## src/rtl/alu_74181_pkg.sv

```systemverilog
// Shared types for the 74181-style logic ALU and its round-robin scheduler.
package alu_74181_pkg;

  localparam int unsigned ALU_W = 4;

  typedef enum logic [3:0] {
    FUNC_00, FUNC_01, FUNC_02, FUNC_03,
    FUNC_04, FUNC_05, FUNC_06, FUNC_07,
    FUNC_08, FUNC_09, FUNC_10, FUNC_11,
    FUNC_12, FUNC_13, FUNC_14, FUNC_15
  } func_type;

  typedef enum logic [1:0] {
    IDLE,
    EXEC,
    RESP
  } sched_state_t;

endpackage

```

## src/rtl/alu_74181_logic.sv

```systemverilog
// 74181 logic-mode datapath (M=1, active-high data): 16 bitwise functions of a and b.
module alu_74181_logic
  import alu_74181_pkg::*;
(
  input  logic [ALU_W-1:0] a,
  input  logic [ALU_W-1:0] b,
  input  logic [3:0]       s,
  output logic [ALU_W-1:0] f
);

  always_comb begin
    f = '0;
    case (func_type'(s))
      FUNC_00: f = ~a;
      FUNC_01: f = ~(a | b);
      FUNC_02: f = ~a & b;
      FUNC_03: f = '0;
      FUNC_04: f = ~(a & b);
      FUNC_05: f = ~b;
      FUNC_06: f = a ^ b;
      FUNC_07: f = a & ~b;
      FUNC_08: f = ~a | b;
      FUNC_09: f = ~(a ^ b);
      FUNC_10: f = b;
      FUNC_11: f = a & b;
      FUNC_12: f = '1;
      FUNC_13: f = a | ~b;
      FUNC_14: f = a | b;
      FUNC_15: f = a;
      default: f = '0;
    endcase
  end

endmodule

```

## src/rtl/rr_arbiter.sv

```systemverilog
// Combinational round-robin pick: first set request at or above ptr, wrapping modulo NUM_REQ.
module rr_arbiter #(
  parameter int unsigned NUM_REQ = 4,
  localparam int unsigned ID_W   = $clog2(NUM_REQ)
) (
  input  logic [NUM_REQ-1:0] req,
  input  logic [ID_W-1:0]    ptr,
  output logic [NUM_REQ-1:0] grant,
  output logic [ID_W-1:0]    grant_idx,
  output logic               any
);

  logic [ID_W-1:0] idx;

  always_comb begin
    grant     = '0;
    grant_idx = '0;
    any       = 1'b0;
    idx       = '0;
    for (int unsigned i = 0; i < NUM_REQ; i++) begin
      idx = ID_W'((32'(ptr) + i) % NUM_REQ);
      if (!any && req[idx]) begin
        any        = 1'b1;
        grant_idx  = idx;
        grant[idx] = 1'b1;
      end
    end
  end

endmodule

```

## src/rtl/alu_74181_rr_sched.sv

```systemverilog
// Shares one logic ALU among NUM_REQ requesters: grant in IDLE, compute in EXEC, hold result in RESP.
module alu_74181_rr_sched
  import alu_74181_pkg::*;
#(
  parameter int unsigned NUM_REQ = 4,
  parameter int unsigned CNT_W   = 8,
  localparam int unsigned ID_W   = $clog2(NUM_REQ)
) (
  input  logic                     clk,
  input  logic                     rst,
  input  logic [NUM_REQ-1:0]       req_valid,
  output logic [NUM_REQ-1:0]       req_ready,
  input  logic [ALU_W*NUM_REQ-1:0] req_a,
  input  logic [ALU_W*NUM_REQ-1:0] req_b,
  input  logic [ALU_W*NUM_REQ-1:0] req_s,
  output logic                     rsp_valid,
  input  logic                     rsp_ready,
  output logic [ALU_W-1:0]         rsp_f,
  output logic [ID_W-1:0]          rsp_id,
  output logic                     busy,
  output logic [CNT_W-1:0]         op_count
);

  sched_state_t     state_q, state_d;
  logic [ID_W-1:0]  rr_ptr_q, rr_ptr_d;
  logic [ALU_W-1:0] a_q, a_d, b_q, b_d, s_q, s_d;
  logic [ID_W-1:0]  id_q, id_d;
  logic [ALU_W-1:0] rsp_f_q, rsp_f_d;
  logic [ID_W-1:0]  rsp_id_q, rsp_id_d;
  logic             rsp_valid_q, rsp_valid_d;
  logic             busy_q, busy_d;
  logic [CNT_W-1:0] op_count_q, op_count_d;

  logic [NUM_REQ-1:0] grant;
  logic [ID_W-1:0]    grant_idx;
  logic               any_req;
  logic [ALU_W-1:0]   alu_f;

  logic [ALU_W-1:0] a_arr [NUM_REQ];
  logic [ALU_W-1:0] b_arr [NUM_REQ];
  logic [ALU_W-1:0] s_arr [NUM_REQ];

  for (genvar g = 0; g < NUM_REQ; g++) begin : g_unpack
    assign a_arr[g] = req_a[g*ALU_W +: ALU_W];
    assign b_arr[g] = req_b[g*ALU_W +: ALU_W];
    assign s_arr[g] = req_s[g*ALU_W +: ALU_W];
  end

  rr_arbiter #(.NUM_REQ(NUM_REQ)) u_arb (
    .req       (req_valid),
    .ptr       (rr_ptr_q),
    .grant     (grant),
    .grant_idx (grant_idx),
    .any       (any_req)
  );

  alu_74181_logic u_alu (
    .a (a_q),
    .b (b_q),
    .s (s_q),
    .f (alu_f)
  );

  always_comb begin
    state_d     = state_q;
    rr_ptr_d    = rr_ptr_q;
    a_d         = a_q;
    b_d         = b_q;
    s_d         = s_q;
    id_d        = id_q;
    rsp_f_d     = rsp_f_q;
    rsp_id_d    = rsp_id_q;
    rsp_valid_d = rsp_valid_q;
    op_count_d  = op_count_q;
    req_ready   = '0;
    case (state_q)
      IDLE: begin
        if (any_req) begin
          req_ready = grant;
          a_d       = a_arr[grant_idx];
          b_d       = b_arr[grant_idx];
          s_d       = s_arr[grant_idx];
          id_d      = grant_idx;
          rr_ptr_d  = (32'(grant_idx) == NUM_REQ - 1) ? '0 : ID_W'(grant_idx + ID_W'(1));
          state_d   = EXEC;
        end
      end
      EXEC: begin
        rsp_f_d     = alu_f;
        rsp_id_d    = id_q;
        rsp_valid_d = 1'b1;
        state_d     = RESP;
      end
      RESP: begin
        if (rsp_ready) begin
          rsp_valid_d = 1'b0;
          op_count_d  = op_count_q + CNT_W'(1);
          state_d     = IDLE;
        end
      end
      default: state_d = IDLE;
    endcase
    busy_d = (state_d != IDLE);
  end

  always_ff @(posedge clk or posedge rst) begin
    if (rst) begin
      state_q     <= IDLE;
      rr_ptr_q    <= '0;
      a_q         <= '0;
      b_q         <= '0;
      s_q         <= '0;
      id_q        <= '0;
      rsp_f_q     <= '0;
      rsp_id_q    <= '0;
      rsp_valid_q <= 1'b0;
      busy_q      <= 1'b0;
      op_count_q  <= '0;
    end else begin
      state_q     <= state_d;
      rr_ptr_q    <= rr_ptr_d;
      a_q         <= a_d;
      b_q         <= b_d;
      s_q         <= s_d;
      id_q        <= id_d;
      rsp_f_q     <= rsp_f_d;
      rsp_id_q    <= rsp_id_d;
      rsp_valid_q <= rsp_valid_d;
      busy_q      <= busy_d;
      op_count_q  <= op_count_d;
    end
  end

  assign rsp_valid = rsp_valid_q;
  assign rsp_f     = rsp_f_q;
  assign rsp_id    = rsp_id_q;
  assign busy      = busy_q;
  assign op_count  = op_count_q;

endmodule

```

## config.mk

```make
export PLATFORM = sky130hd
export DESIGN_NAME = alu_74181_rr_sched
export DESIGN_NICKNAME = d
export VERILOG_FILES = /design/src/rtl/alu_74181_pkg.sv /design/src/rtl/alu_74181_logic.sv /design/src/rtl/rr_arbiter.sv /design/src/rtl/alu_74181_rr_sched.sv
export SDC_FILE = /design/constraint.sdc
export NUM_CORES = 1
export LEC_CHECK = 0
export BUFFER_PORTS_ARGS = -buffer_cell sky130_fd_sc_hd__buf_2
export CAP_MARGIN = 40
export CORE_MARGIN = 2
export CORE_UTILIZATION = 50
export CTS_BUF_LIST = sky130_fd_sc_hd__clkbuf_16
export DETAILED_ROUTE_END_ITERATION = 16
export PLACE_DENSITY = 0.78
export SLEW_MARGIN = 25
export SYNTH_ARGS = -nofsm -noshare
export SYNTH_HDL_FRONTEND = slang
export SYNTH_SLANG_ARGS = --single-unit
```

## constraint.sdc

```tcl
create_clock -name clk -period 3 [get_ports clk]
set_input_delay 0.3 -clock clk [delete_from_list [all_inputs] [get_ports clk]]
set_output_delay 0.3 -clock clk [all_outputs]
set_load 0.05 [all_outputs]
```

==> impl_metrics.tcl, run 1 <==
set metrics [dict create \
    gr-total-overflow 0 \
    yosysTopAreaCellShare_pct 26.4 \
    dieArea_sq_um 7100 \
    dr.first_iter.drc_count 262 \
    synth_area_sq_um 3220 \
    synth_cells 370 \
    postRouteWirelength_mm 8.18 \
    grtUsageTotal_pct 22.2 \
    clk_pin_slew_ps 50 \
    drive_gt1_share_pct 29.2 \
    ys_seq_area_share_pct 26.4 \
    cts_buffer_depth 2 \
    fin_skew_ps 2.69 \
    cellLeakagePower_nw 1.82 \
    async_reset_ff_share_pct 100 \
    vias 3108 \
    fmax_ghz 0.342 \
    crit_type "flip-flop to primary output" \
    grt_pass1_vias 2728 \
    wl_per_cell_microns 15.8 \
    critPathMaxFanout 7 \
    status "complete, no violations" \
    die_h_microns 84.3 \
    dp_cells 506 \
    cp_cell_sequence "clkinv_4 > ha_1 > mux4_2 > nor2b_4 > a221o_1 > o21ai_0 > a21oi_4 > buf_4" \
    relSlewSlack_pct 45.7 \
    root_buffer "clkbuf_16" \
    nets 522 \
    grt_antenna_before_repair 0 \
    synthDistinctLibCells 59 \
    top_level_ports 75 \
    critical-path-slowest-cell "mux4_2" \
    ant_nets 0 \
    place_ws_ps 54.8 \
    num_antenna_cells 0 \
    insertion_delay_ps 270 \
    yosys_warnings 0 \
    finalWorstSetupSlack_ps 74.1 \
    maxSlewViolCount 0 \
    grt_max_degree 38 \
    tightest_slew_ps 812 \
    syn_area_per_cell_sq_um 8.71 \
    min_period_over_period_pct 97.5 \
    die_w_microns 84.3 \
    drc 0 \
    hold_viol_final 0 \
    htree_levels 2 \
    port_buffers 74 \
    min_period_ps 2930 \
    ir_drop_mv 0.965 \
    yosysTopAreaCell "dfrtp_1" \
    power.density_nw_per_um2 1290 \
    dp_hpwl_mm 5.89 \
    cap_violations 0 \
    layout.cells.non_filler 519 \
    critPathArrivalTime_ps 2630 \
    initial_core_util_pct 51.3 \
    syn_nets 450 \
    cts_tree "done" \
    ys.flop_type "dfrtp_1" \
    grt_first_pass_wirelength_mm 13.2 \
    syn_to_final_growth_pct 22.3 \
    fp.coreArea_sq_um 6280 \
    setup_viol 0 \
    clock-sinks 34 \
    hp-class "input port to async pin" \
    end_kind "primary output" \
    synth_edf_count 0 \
    synthTopCellsByArea "dfrtp_1, ha_1, mux2i_1" \
    cts_hold_buf 0 \
    ys_ff_latch 34 \
    cp.required_ps 2700 \
    gp_congestion 0.889 \
    max_stage_delay_ps 620 \
    cts_inserted_buffers 5 \
    startpoint_type "flip-flop" \
    num_rows 29 \
    routed_via_density 5.99 \
    drt_pass1_iterations 5 \
]
-- repair_timing --
| item | 4_1_cts | 5_1_grt |
|---|---|---|
| setup buffers | 0 | 6 |
| gates resized for setup | 0 | 11 |
| endpoints found under the setup margin | 0 | 16 |
-- worst max-delay path, delay by kind of cell (launching register included) --
kind / cells / cell delay (ps)
muxes: 1 / 620
DFF: 1 / 410
buffers and inverters: 2 / 300
adders and majority gates: 1 / 320
and+or+nand+nor: 1 / 230
AOI/OAI and AO/OA: 3 / 470
-- where the power goes --
part	leakage (nW)	total, mW	switching (mW)	internal, mW
sequential	0.418	0.894	0.217	0.677
combinational	1.32	3.64	2.17	1.47
clock	0.0773	0.560	0.177	0.384
total	1.82	5.09	2.57	2.53
-- cells in the final DEF (no fill, tap or decap), types with 2 or more instances in the layout --
cell       count
o21ai_0       18
mux2_2         6
buf_2         70
nand2_1       26
xor2_1         3
nand2b_1      17
clkinv_1       2
o221ai_1       7
a21oi_4        4
dfrtp_1       34
buf_6          2
a221o_1        5
o31ai_1        2
xnor2_1        6
ha_1          25
a22oi_1        3
nor2b_1        7
clkbuf_16      5
nor2_1        18
o2111ai_1     12
a22o_1         4
o221ai_2       6
inv_1         28
nand4_1        5
a311o_1        2
nor3_1        14
mux2i_1       18
o211ai_1       3
o211ai_2       3
a211o_1        2
a21oi_1       14
buf_4         20
mux4_2         3
a221oi_1       2
a31oi_1       13
nand3_1        6
-- kinds of logic after synthesis --
logic type | synth area share, %
buffers and inverters | 7.65
AOI/OAI and AO/OA | 26.4
and+or+nand+nor | 16.8
adders and majority gates | 9.71
muxes | 10.6
xor gates and xnor gates | 2.45
DFF | 26.4
-- cell usage after synthesis (4+ instances only) --
cell       instances
a221o_1            5
o21ai_0           19
mux2i_1           18
nor2b_1            7
o2111ai_1         12
nand2_1           26
nand3_1            6
nor2_1            18
a21oi_1           18
xnor2_1            6
nor3_1            15
inv_1             28
o221ai_1           7
mux2_2             6
a22o_1             4
ha_1              25
nand2b_1          17
o221ai_2           6
nand4_1            5
a31oi_1           13
dfrtp_1           34
clkbuf_1          20
-- stage by stage --
step	hold slack (ps)	total power [mW]	area [sq um]	setup TNS (ps)	utilization, %
2_1_floorplan	426	3.67	3280	0	-
3_3_place_gp	418	4.23	3710	0	59.1
3_5_place_dp	421	4.34	3710	0	59.1
4_1_cts	130	4.93	3870	0	61.6
5_1_grt	159	5.47	3940	-9.47	62.8
6_report	112	5.09	3940	0	62.8
-- sequential cells by signal, indices dropped and copies added (netlist names), 2 cells and up --
| register | count |
|---|---|
| s_q | 4 |
| state_q | 2 |
| op_count | 8 |
| rsp_id | 2 |
| rr_ptr_q | 2 |
| a_q | 4 |
| id_q | 2 |
| b_q | 4 |
| rsp_f | 4 |
-- worst paths after layout --
check / depth (start not counted) / startpoint / slack [ps] / end
min in group clk: 2 / rsp_ready / 280 / state_q[1]$_DFF_PP0_
max: 8 / rr_ptr_q[0]$_DFFE_PP0P_ / 70 / req_ready[0]
min reg2reg: 1 / op_count[7]$_DFFE_PP0P_ / 460 / op_count[7]$_DFFE_PP0P_
min: 3 / rst / 110 / rsp_f[0]$_DFFE_PP0P_
max reg2reg: 8 / rr_ptr_q[0]$_DFFE_PP0P_ / 160 / s_q[1]$_DFFE_PP0P_
max in group asynchronous: 3 / rst / 2580 / s_q[1]$_DFFE_PP0P_
-- layer usage --
layer  vias up  part of all wire [%]  global-route usage [%]
met1      1461                    46                    32.3
li1       1520                     -                       -
met3         9                   4.9                    1.67
met2       118                    48                    35.7
met5         -                     0                       0
met4         0                   1.5                    6.30
-- area by class of cell --
cell class	count	area, sq um
clock inverter	2	33.8
clock buffer	5	125
inverter	30	118
tap	77	96.3
multi-input combinational	278	2170
sequential	34	851
timing repair buffer	93	543
fill	519	2340
Power figures use the tool's default switching activity.
==> inputs of run 2 (changes only) <==
--- a/config.mk
+++ b/config.mk
@@ -5,7 +5,7 @@
 export SDC_FILE = /design/constraint.sdc
 export NUM_CORES = 1
 export LEC_CHECK = 0
-export BUFFER_PORTS_ARGS = -buffer_cell sky130_fd_sc_hd__buf_2
+export BUFFER_PORTS_ARGS = -buffer_cell sky130_fd_sc_hd__buf_4
 export CAP_MARGIN = 40
 export CORE_MARGIN = 2
 export CORE_UTILIZATION = 50
==> run 2 against run 1 <==
Wire length rose by 1.8%. Clock power shrank 10%. Critical path depth is the same. Power rose by 0.16%. Combinational power increased by 1%. Die area did not move. Critical path type unchanged. Critical endpoint is now req_ready[3].
==> impl_metrics.tcl, run 2 (same netlist as run 1, synthesis figures left out) <==
set metrics [dict create \
    p_total_mw 5.10 \
    syn_to_final_growth_pct 27.2 \
    num_rows 29 \
    initial_core_util_pct 51.3 \
    largest_reg_flops 8 \
    hold_viol_final 0 \
    die_w_microns 84.3 \
    fin_skew_ps 4.57 \
    root_buffer "clkbuf_16" \
    wl_per_cell_microns 16.1 \
    postPlaceCellArea_sq_um 3900 \
    min_period_ps 2910 \
    cts_inserted_buffers 5 \
    port_buffers 74 \
    grt_pass1_vias 3010 \
    critPathArrivalTime_ps 2610 \
    fmax_ghz 0.343 \
    ant_nets 0 \
    cts_tree "done" \
    gr-total-overflow 0 \
    cellLeakagePower_nw 1.86 \
    top_level_ports 75 \
    tightest_slew_ps 729 \
    grt_antenna_before_repair 0 \
    dp_hpwl_mm 6.25 \
    netSwitchingPower_mw 2.59 \
    die_h_microns 84.3 \
    final_common_cell "buf_4" \
    switching_share_pct 50.7 \
    final_core_util_pct 65.3 \
    drt_pass1_iterations 5 \
    p_int_mw 2.52 \
    layout_common_cells "buf_4, dfrtp_1, inv_1" \
    cap_violations 0 \
    clock-sinks 34 \
    startpoint_type "flip-flop" \
    htree_levels 2 \
    critPathMaxFanout 8 \
    power.density_nw_per_um2 1250 \
    status "complete, no violations" \
    grt_max_degree 38 \
    min_period_over_period_pct 97.1 \
    cts_hold_buf 0 \
    post-route-cell-area_sq_um 4100 \
    gp_congestion 0.867 \
    crit_type "flip-flop to primary output" \
    fp.coreArea_sq_um 6280 \
    dieArea_sq_um 7100 \
    grt_first_pass_wirelength_mm 14.2 \
    drc 0 \
    clkPwrFrac_pct 9.8 \
    vias 3107 \
    relSlewSlack_pct 51.0 \
    drive_gt1_share_pct 29.3 \
    hp-class "input port to async pin" \
    end_kind "primary output" \
    postRouteWirelength_mm 8.33 \
    cts_buffer_depth 2 \
    cp.required_ps 2700 \
    dr.first_iter.drc_count 211 \
    nets 520 \
    num_antenna_cells 0 \
    grtUsageTotal_pct 23.8 \
    ir_drop_mv 0.693 \
    p_comb_share_pct 72.2 \
    setup_viol 0 \
    maxSlewViolCount 0 \
    clk_pin_slew_ps 60 \
    insertion_delay_ps 270 \
    routed_via_density 6.00 \
    seqPwrFrac_pct 18.0 \
]
[run 2: changes by cell type in the layout (fill, tap and decap cells not counted)]
cell        change
buf_6           +3
clkinvlp_4      +1
buf_4          +65
bufinv_16       -1
o21ai_0         -1
nor2_2          +1
clkinv_2        +1
buf_2          -70
nor2_1          -1
o21ai_1         +1
[run 2: what timing repair did]
action	in CTS	in global routing
gates resized for setup	0	8
setup endpoints to repair	0	16
endpoints found under the hold margin	0	0
buffers inserted	0	3
[run 2: final timing paths]
path | startpoint | endpoint | slack (ps) | cells past startpoint
setup / recovery | rr_ptr_q[0]$_DFFE_PP0P_ | req_ready[3] | 90 | 8
setup reg to reg | rr_ptr_q[0]$_DFFE_PP0P_ | b_q[2]$_DFFE_PP0P_ | 140 | 8
hold reg to reg | op_count[7]$_DFFE_PP0P_ | op_count[7]$_DFFE_PP0P_ | 470 | 1
max in group asynchronous | rst | s_q[1]$_DFFE_PP0P_ | 2270 | 3
hold / removal | rst | rsp_f[3]$_DFFE_PP0P_ | 140 | 2
min in group clk | rsp_ready | state_q[1]$_DFF_PP0_ | 270 | 2
[run 2: per-layer routing]
metal,vias to the layer above,GRT usage [%],part of all wire [%]
met4,0,5.87,1.3
met1,1479,33.0,46
li1,1515,-,-
met5,-,0,0
met3,8,2.36,4.1
met2,105,40.0,48
[run 2: power groups by stage]
stage               combinational, mW  sequential (mW)  clock (mW)
floorplan                        2.54             1.13           0
global placement                 3.40            0.906           0
detailed placement               3.51            0.917           0
CTS                              3.54            0.910       0.504
global route                     4.02            0.951       0.523
finish                           3.68            0.918       0.502
[run 2: layout make-up]
cell class | count | area, sq um
fill | 527 | 2180
multi-input combinational | 278 | 2180
sequential | 34 | 851
timing repair buffer | 91 | 714
clock buffer | 5 | 125
inverter | 30 | 118
tap | 77 | 96.3
clock inverter | 3 | 16.3
[run 2: metrics by stage]
| stage | setup WS, ps | hold WS, ps | cells | setup TNS (ps) |
|---|---|---|---|---|
| global route | -29.4 | 198 | 518 | -74.2 |
| detailed placement | 46.9 | 461 | 507 | 0 |
| floorplan | 27.2 | 426 | 370 | 0 |
| CTS | 33.2 | 170 | 515 | 0 |
| global placement | 171 | 456 | 507 | 0 |
| finish | 86.8 | 137 | 518 | 0 |
[run 2: worst max-delay path, stage by stage (launching register included)]
cell and delay [ps]:
dfrtp_1 420, clkinv_4 130, ha_1 340, mux4_2 600, nor2b_4 220, a221o_1 160
o21ai_0 140, a21oi_4 160, buf_6 170
==> inputs of run 3 (changes only) <==
--- a/config.mk
+++ b/config.mk
@@ -8,11 +8,12 @@
 export BUFFER_PORTS_ARGS = -buffer_cell sky130_fd_sc_hd__buf_4
 export CAP_MARGIN = 40
 export CORE_MARGIN = 2
-export CORE_UTILIZATION = 50
+export CORE_UTILIZATION = 49
 export CTS_BUF_LIST = sky130_fd_sc_hd__clkbuf_16
 export DETAILED_ROUTE_END_ITERATION = 16
 export PLACE_DENSITY = 0.78
 export SLEW_MARGIN = 25
 export SYNTH_ARGS = -nofsm -noshare
 export SYNTH_HDL_FRONTEND = slang
+export SYNTH_HIERARCHICAL = 1
 export SYNTH_SLANG_ARGS = --single-unit
==> run 3 against run 2 <==
Sequential cell count is the same. Sequential power grew 9%. Synthesized cell count shrank 28%. Core utilization shrank 0.29 points. Design area shrank 6.7%. Clock-buffer cell count is the same. Power shrank 0.15%. Critical path type is now flip-flop to flip-flop. Critical endpoint is now a_q[1]$_DFFE_PP0P_.
==> impl_metrics.tcl, run 3 <==
set metrics [dict create \
    status "complete, no violations" \
    fill_cells 454 \
    postPlaceCellArea_sq_um 3580 \
    grt_max_degree 35 \
    port_buffers 74 \
    initial_core_util_pct 50.2 \
    crit_type "flip-flop to flip-flop" \
    fmax_ghz 0.343 \
    dp_cells 411 \
    cp_cell_sequence "inv_1 > ha_4 > mux4_2 > and2b_2 > o21ai_1 > o31ai_4 > buf_8 > mux4_1 > mux2_2" \
    root_buffer "clkbuf_16" \
    startpoint_type "flip-flop" \
    postRouteWirelength_mm 7.45 \
    end_kind "flip-flop" \
    htree_levels 2 \
    top_level_ports 75 \
    vias 2480 \
    min_period_ps 2910 \
    layout.cells.non_filler 421 \
    critPathArrivalTime_ps 3070 \
    min_period_over_period_pct 97.1 \
    cap_violations 0 \
    holdWs_ps 113 \
    fin_skew_ps 5.99 \
    dieArea_sq_um 6670 \
    insertion_delay_ps 280 \
    setup_viol 0 \
    cts_inserted_buffers 5 \
    synthTopCellsByArea "dfrtp_1, ha_1, mux4_2" \
    synth_cells 268 \
    fp.coreArea_sq_um 5890 \
    num_antenna_cells 0 \
    drc 0 \
    cp.required_ps 3160 \
    maxSlewViolCount 0 \
    cts_hold_buf 0 \
    ant_nets 0 \
    critical-path-slowest-cell "mux4_1" \
    drt_pass1_iterations 4 \
    post-route-cell-area_sq_um 3820 \
    ys.flop_type "dfrtp_1" \
    fin_setup_tns_ps 0 \
    layout_common_cells "buf_4, dfrtp_1, ha_1" \
    ys_seq_area_share_pct 28.8 \
    post-synth-top-count-cell "dfrtp_1" \
    dp_hpwl_mm 5.35 \
    yosysTopAreaCellShare_pct 28.8 \
    syn_nets 346 \
    synth_common_cells "dfrtp_1, ha_1, mux2_2" \
    grt_pass1_vias 2351 \
    wl_per_cell_microns 17.7 \
    syn_area_per_cell_sq_um 11.0 \
    hold_viol_final 0 \
    ys_ff_latch 34 \
    clk_pin_slew_ps 60 \
    syn_to_final_growth_pct 29.4 \
    synthDistinctLibCells 55 \
    cellLeakagePower_nw 1.76 \
    ir_drop_mv 0.778 \
    async_reset_ff_share_pct 100 \
    routed_via_density 5.89 \
    grt_antenna_before_repair 0 \
    final_common_cell "buf_4" \
    tightest_slew_ps 799 \
    num_rows 28 \
    gp_congestion 0.951 \
    yosysTopAreaCell "dfrtp_1" \
    cts_buffer_depth 2 \
    grt_first_pass_wirelength_mm 11.7 \
    synth_area_sq_um 2960 \
    nets 423 \
    critPathMaxFanout 6 \
    final_core_util_pct 65.0 \
    power.density_nw_per_um2 1330 \
    relSlewSlack_pct 46.7 \
    cts_tree "done" \
    reg2regPathDepth 9 \
    synth_edf_count 0 \
    hp-class "input port to async pin" \
    clock-sinks 34 \
    grtUsageTotal_pct 23.3 \
    largest_reg_flops 8 \
    die_h_microns 81.7 \
    max_stage_delay_ps 570 \
    rsz0062_at_grt "no" \
    yosys_warnings 6 \
    die_w_microns 81.7 \
    dr.first_iter.drc_count 200 \
    gr-total-overflow 0 \
    drive_gt1_share_pct 40.5 \
]
## run 3: cell count changes after synthesis, moves of 12 or more
cell,delta
clkbuf_1,-18
a31oi_1,-12
inv_1,-13
o2111ai_1,-12
nand2_1,-16
mux2i_1,-14
nor3_1,-12
## run 3: repair_timing
action	4_1_cts	5_1_grt
gates resized for setup	1	2
buffers inserted	0	0
pin swaps	0	0
cloned	0	1
endpoints found under the setup margin	1	14
## run 3: cells by family after synthesis
family / share of synthesized area (%)
AO/OA/AOI/OAI: 14.4
buffers and inverters: 6.69
multiplexers: 24.5
AND/OR/NAND/NOR: 13.8
flip-flops: 28.8
XOR/XNOR: 2.07
adder cells (fa/ha/maj): 9.74
## run 3: layer usage
layer / GRT usage [%] / up-vias / wire (microns)
met5: 0 / - / 0
met4: 7.50 / 0 / 147
met3: 4.73 / 14 / 336
met2: 40.7 / 71 / 3840
met1: 29.0 / 1227 / 3120
li1: - / 1168 / -
## run 3: stage by stage
step / total power, mW / setup WS (ps)
finish: 5.09 / 87.4
global route: 5.44 / 2.79
CTS: 4.99 / 33.5
detailed placement: 4.24 / 65.4
global placement: 4.10 / 54.1
floorplan: 3.59 / 13.9
## run 3: final cells by class
type | count | area (sq um) | share of cell area [%]
multi-input combinational | 201 | 1940 | 50.6
clock buffer | 5 | 125 | 3.27
tap | 75 | 93.8 | 2.45
timing repair buffer | 88 | 693 | 18.1
inverter | 15 | 56.3 | 1.47
sequential | 34 | 851 | 22.2
clock inverter | 3 | 68.8 | 1.80
## run 3: critical path: cells and delay by family (launching register included)
kind	cells	cell delay (ps)
and+or+nand+nor	1	300
buffers and inverters	2	310
adders and majority gates	1	300
DFF	1	400
AOI/OAI and AO/OA	2	260
muxes	3	1210
## run 3: worst paths after layout
check	from	to	slack, ps
max in group asynchronous	rst	b_q[0]$_DFFE_PP0P_	2560
worst max register to register	rr_ptr_q[1]$_DFFE_PP0P_	a_q[1]$_DFFE_PP0P_	90
worst min register to register	op_count[7]$_DFFE_PP0P_	op_count[7]$_DFFE_PP0P_	470
worst min-delay path	rst	op_count[7]$_DFFE_PP0P_	110
worst max-delay path	rr_ptr_q[1]$_DFFE_PP0P_	a_q[1]$_DFFE_PP0P_	90
min in group clk	rsp_ready	rsp_valid$_DFFE_PP0P_	470
## run 3: report_power, final
part           switching (mW)  internal (mW)  total (mW)  leakage (nW)
combinational            1.69           1.73        3.42          1.25
sequential              0.326          0.677        1.00         0.412
clock                   0.195          0.477       0.672        0.0940
